--- config.mk ---
export PLATFORM = sky130hd
export DESIGN_NAME = dm_arbiter
export DESIGN_NICKNAME = d
export VERILOG_FILES = /design/src/rtl/dm_arbiter.sv
export SDC_FILE = /design/constraint.sdc
export NUM_CORES = 1
export LEC_CHECK = 0
export CAP_MARGIN = 10
export CORE_AREA = 3 3 116 118
export CTS_BUF_LIST = sky130_fd_sc_hd__clkbuf_4
export DETAILED_ROUTE_END_ITERATION = 7
export DIE_AREA = 0 0 119 121
export PLACE_DENSITY = 0.73
export SYNTH_ARGS = -nofsm -noshare
export SYNTH_HDL_FRONTEND = slang
export SYNTH_SLANG_ARGS = --single-unit
--- constraint.sdc ---
create_clock -name clk -period 4.1 [get_ports clk]
set_clock_uncertainty 0.2 [all_clocks]
set_input_delay 1.025 -clock clk [delete_from_list [all_inputs] [get_ports clk]]
set_output_delay 1.025 -clock clk [all_outputs]
set_load 0.05 [all_outputs]
--- src/rtl/dm_arbiter.sv ---
// dm_arbiter
//   Shares one single-ported data memory between the CPU load/store path
//   (port 0) and a secondary master such as DMA or a debug loader (port 1).
//   At most one port is granted per cycle. Ties are broken round-robin. A
//   port may lock ownership for a burst, but it is forced to yield after
//   MAX_HOLD consecutive locked grants if the other port is waiting.
//
// Ports
//   clk, reset             rising-edge clock, asynchronous active-low reset
//   reqN/lockN/weN         request, burst lock, write(1)/read(0) for port N
//   addrN/wdN              byte address and write data for port N
//   gntN                   combinational grant; the access completes at the edge
//   rdataN/rvalidN         registered read data and one-cycle valid strobe
//   mem_we/mem_re          memory write/read enables (combinational)
//   mem_addr/mem_wd        memory address/write data (0 when idle)
//   mem_rd                 combinational memory read data
module dm_arbiter #(
  parameter int MAX_HOLD = 8
) (
  input  logic        clk,
  input  logic        reset,
  input  logic        req0,
  input  logic        req1,
  input  logic        lock0,
  input  logic        lock1,
  input  logic        we0,
  input  logic        we1,
  input  logic [31:0] addr0,
  input  logic [31:0] addr1,
  input  logic [31:0] wd0,
  input  logic [31:0] wd1,
  output logic        gnt0,
  output logic        gnt1,
  output logic [31:0] rdata0,
  output logic [31:0] rdata1,
  output logic        rvalid0,
  output logic        rvalid1,
  output logic        mem_we,
  output logic        mem_re,
  output logic [31:0] mem_addr,
  output logic [31:0] mem_wd,
  input  logic [31:0] mem_rd
);

  localparam int CNT_W = $clog2(MAX_HOLD + 1);

  typedef enum logic [1:0] {
    OWN_NONE = 2'd0,
    OWN_P0   = 2'd1,
    OWN_P1   = 2'd2
  } owner_e;

  owner_e           owner_q, owner_d;
  logic             prio_q, prio_d;
  logic [CNT_W-1:0] cnt_q, cnt_d;
  logic [31:0]      rdata0_q, rdata1_q;
  logic             rvalid0_q, rvalid1_q;
  logic             sel0, sel1;
  logic             at_max;

  function automatic logic [CNT_W-1:0] sat_inc(input logic [CNT_W-1:0] c);
    if (c >= CNT_W'(MAX_HOLD)) return CNT_W'(MAX_HOLD);
    else                       return c + CNT_W'(1);
  endfunction

  assign at_max = (cnt_q == CNT_W'(MAX_HOLD));

  // Grant selection: owner keeps the grant unless it has used up its hold
  // budget while the other port waits; otherwise round-robin on a tie.
  always_comb begin
    sel0 = 1'b0;
    sel1 = 1'b0;
    if (owner_q == OWN_P0 && req0 && !(at_max && req1)) begin
      sel0 = 1'b1;
    end else if (owner_q == OWN_P1 && req1 && !(at_max && req0)) begin
      sel1 = 1'b1;
    end else if (owner_q == OWN_P0 && req0) begin
      // forced release: the waiting port wins this cycle
      sel1 = 1'b1;
    end else if (owner_q == OWN_P1 && req1) begin
      sel0 = 1'b1;
    end else if (req0 && req1) begin
      sel0 = ~prio_q;
      sel1 = prio_q;
    end else begin
      sel0 = req0;
      sel1 = req1;
    end
  end

  // Gating with reset keeps the memory quiet while reset is held low.
  assign gnt0 = sel0 & reset;
  assign gnt1 = sel1 & reset;

  always_comb begin
    mem_we   = 1'b0;
    mem_re   = 1'b0;
    mem_addr = 32'd0;
    mem_wd   = 32'd0;
    if (gnt0) begin
      mem_we   = we0;
      mem_re   = ~we0;
      mem_addr = addr0;
      mem_wd   = wd0;
    end else if (gnt1) begin
      mem_we   = we1;
      mem_re   = ~we1;
      mem_addr = addr1;
      mem_wd   = wd1;
    end
  end

  // Ownership/priority update. With no grant, any owner has dropped its
  // request, so ownership is released.
  always_comb begin
    owner_d = OWN_NONE;
    prio_d  = prio_q;
    cnt_d   = '0;
    if (gnt0) begin
      prio_d  = 1'b1;
      owner_d = lock0 ? OWN_P0 : OWN_NONE;
      cnt_d   = (owner_q == OWN_P0) ? sat_inc(cnt_q) : CNT_W'(1);
    end else if (gnt1) begin
      prio_d  = 1'b0;
      owner_d = lock1 ? OWN_P1 : OWN_NONE;
      cnt_d   = (owner_q == OWN_P1) ? sat_inc(cnt_q) : CNT_W'(1);
    end
  end

  always_ff @(posedge clk or negedge reset) begin
    if (!reset) begin
      owner_q   <= OWN_NONE;
      prio_q    <= 1'b0;
      cnt_q     <= '0;
      rdata0_q  <= 32'd0;
      rdata1_q  <= 32'd0;
      rvalid0_q <= 1'b0;
      rvalid1_q <= 1'b0;
    end else begin
      owner_q   <= owner_d;
      prio_q    <= prio_d;
      cnt_q     <= cnt_d;
      rvalid0_q <= gnt0 & ~we0;
      rvalid1_q <= gnt1 & ~we1;
      if (gnt0 & ~we0) rdata0_q <= mem_rd;
      if (gnt1 & ~we1) rdata1_q <= mem_rd;
    end
  end

  assign rdata0  = rdata0_q;
  assign rdata1  = rdata1_q;
  assign rvalid0 = rvalid0_q;
  assign rvalid1 = rvalid1_q;

endmodule

==> results.yml <==
global_routing:
  grt_pass1_wl_um: 23300
  grt_start_max_net_pins: 69
  antenna_found_initial: 3
  grt_usage_pct: 21.3
  grt_pass1_vias: 3989
  grt_overflow: 0
routing:
  top_layer: "met5"
  met1_length_um: 5510
  wl_um: 15600
  met3_wirelength_um: 1320
  ant_nets: 0
  drc: 0
  wl_met2_um: 8380
  wire_per_inst_um: 20.7
  drt-initial-drc-count: 170
  dr.pass1.iters: 4
  via_per_inst: 4.77
  vias: 3592
logic_synthesis:
  synth_area_leaders: "dfrtp_1 50%, a22o_1 16%, mux2_4 12%"
  syn_inst: 262
  yosys_warnings: 0
  yosysUniqueCellTypes: 33
  synth_area_mm2: 0.00362
  avgSynthCellArea_um2: 13.8
  ys_ff_latch: 73
  syn-num-nets: 432
  synth_top_area_share_pct: 50.5
  yosys.area.top_type: "dfrtp_1"
  ys_seq_area_share_pct: 50.5
setup_path:
  worst_ep_required_time_ns: 2.87
  crit_family: "buffers and inverters"
  reg2reg_slack_ns: 0.96
  critical_path_class: "primary input to output port"
  crit_fanout: 5
  crit_arrival_ns: 2.84
  r2r_start: "cnt_q[0]$_DFF_PN0_"
  crit_chain: "dlygate4sd2_1 -> nand4b_1 -> nand3_1 -> o41ai_4 -> buf_4 -> bufbuf_16 -> nor2b_4 -> or2_2 -> buf_12"
  cp-end-kind: "output port"
  r2r_cells: 10
  critPathBufInv: 4
  worst_path_max_delay_cell: "or2_2"
  max_stage_delay_ns: 0.34
  r2r_end: "rdata0[31]$_DFFE_PN0P_"
  worstSetupStartpointType: "primary input"
cells_and_area:
  final_cell_mix: "230 x clkdlybuf4s50_1, 73 x dfrtp_1, 73 x buf_12"
  nets: 743
  nFillCells: 978
  final_common_cell: "clkdlybuf4s50_1"
  area_growth_pct: 118
  drive_gt1_share_pct: 26.1
run_status:
  status: "finished clean"
die:
  num_io_pins: 302
  rows: 41
  core-area_mm2: 0.0126
  dieWidth_um: 119
  die_area_mm2: 0.0144
  die_y_um: 121
  start_util_pct: 28.8
power:
  power.leakage_uw: 0.00332
  ir_worst_vdd_mv: 0.180
  powerDensity_mw_per_mm2: 528
sta:
  setup_ws_ns: 0.0381
  finalCritPeriodShare_pct: 99.1
  fmax_ghz: 0.246
  worst_pin_slew_ns: 0.842
  timing.slew.headroom_pct: 43.9
  rsz0062_at_grt: "true"
  final.setup.tns_ns: 0
  hold_violations: 0
  setup_viol: 0
  slew_viol_final: 0
  finalCriticalPeriod_ns: 4.06
clock_network:
  clockBufferDepth: 2
  cts.clk_slew.worst_paths_ns: 0.11
  cts-root-buf: "clkbuf_4"
  htreeDepth: 3
  hold_buffers: 0
  cts.sinks: 73
  numCtsBuffers: 9
  insertion_delay_ns: 0.40
  cts_tree: "done"
placed_design:
  place_hpwl_um: 12300
  port_buffers: 301
  place_ws_ns: -0.103
  place.gp.congestion: 0.828
worst_hold_path:
  hp-class: "primary input to asynchronous set/reset pin"
run:
  cap_violations: 0
power by group:
group	leakage [µW]	switching, µW	internal (µW)
logic	0.00237	1520	1140
clock network	0.0000734	233	193
registers	0.000878	122	946
through the flow:
stage               area, µm²  util (%)  total power [µW]  cells  hold slack, ns
floorplan                3620         -              2550    262           0.306
detailed placement       7580      60.3              3720    727           0.275
finish                   7880      62.7              4160    753           0.238
global route             7880      62.7              4320    752           0.213
CTS                      7870      62.6              4200    750           0.206
global placement         7580      60.3              3670    727           0.267
cell families after synthesis:
group                      Yosys count  share of synthesized area [%]
DFF                                 73                           50.5
and+or+nand+nor                     18                           3.42
buffers and inverters               29                           4.25
muxes                               64                           22.8
xor gates and xnor gates             1                          0.242
adders and majority gates            2                          0.691
AOI/OAI and AO/OA                   75                           18.1
per-layer routing:
layer	track usage (%)	vias to the layer above
met5	0	-
met4	8.33	2
met1	22.5	1753
met2	38.6	187
li1	-	1626
met3	7.51	24
registers in the layout, indices dropped and copies added (netlist names):
| register | count |
|---|---|
| rdata1 | 32 |
| prio_q | 1 |
| rdata0 | 32 |
| owner_q | 2 |
| rvalid0 | 1 |
| rvalid1 | 1 |
| cnt_q | 4 |
timing repair:
action,CTS,global route
buffers inserted,3,0
endpoints found under the setup margin,66,35
gates cloned,4,0
hold endpoints to repair,0,0
pin swaps,1,3
resized for setup,7,3
synthesized netlist by cell type, drive strengths merged:
cell type / n
a211oi: 1
nand2: 2
nor2: 2
and3: 1
nand3: 1
o21ai: 2
nand4b: 2
o311a: 1
ha: 2
a22o: 65
xnor2: 1
or2: 1
and2: 2
a31oi: 1
clkbuf: 13
inv: 6
and2b: 1
a21oi: 2
nor3: 1
mux2: 64
a22oi: 1
buf: 10
o21bai: 1
nor3b: 2
dfrtp: 73
o41ai: 1
and3b: 1
nor2b: 2
layout make-up:
| class | instances | area (µm²) | area share, % |
|---|---|---|---|
| antenna | 3 | 7.51 | 0.0952 |
| clock buffer | 11 | 82.6 | 1.05 |
| tap | 172 | 215 | 2.73 |
| multi-input combinational | 160 | 1670 | 21.2 |
| timing repair buffer | 323 | 4010 | 50.8 |
| inverter | 6 | 22.5 | 0.286 |
| sequential | 73 | 1830 | 23.2 |
| clock inverter | 5 | 46.3 | 0.587 |
worst max path at each step:
stage	start	to	slack, ns	cells after the start
CTS	req0	mem_re	0.04	9
global placement	req0	mem_wd[12]	-0.11	7
finish	req1	mem_re	0.04	9
detailed placement	req0	mem_wd[12]	-0.10	7
global route	cnt_q[0]$_DFF_PN0_	mem_wd[18]	-0.007	10
floorplan	req0	mem_addr[14]	0.09	6
Note: power is estimated with default switching activity, not from simulation.
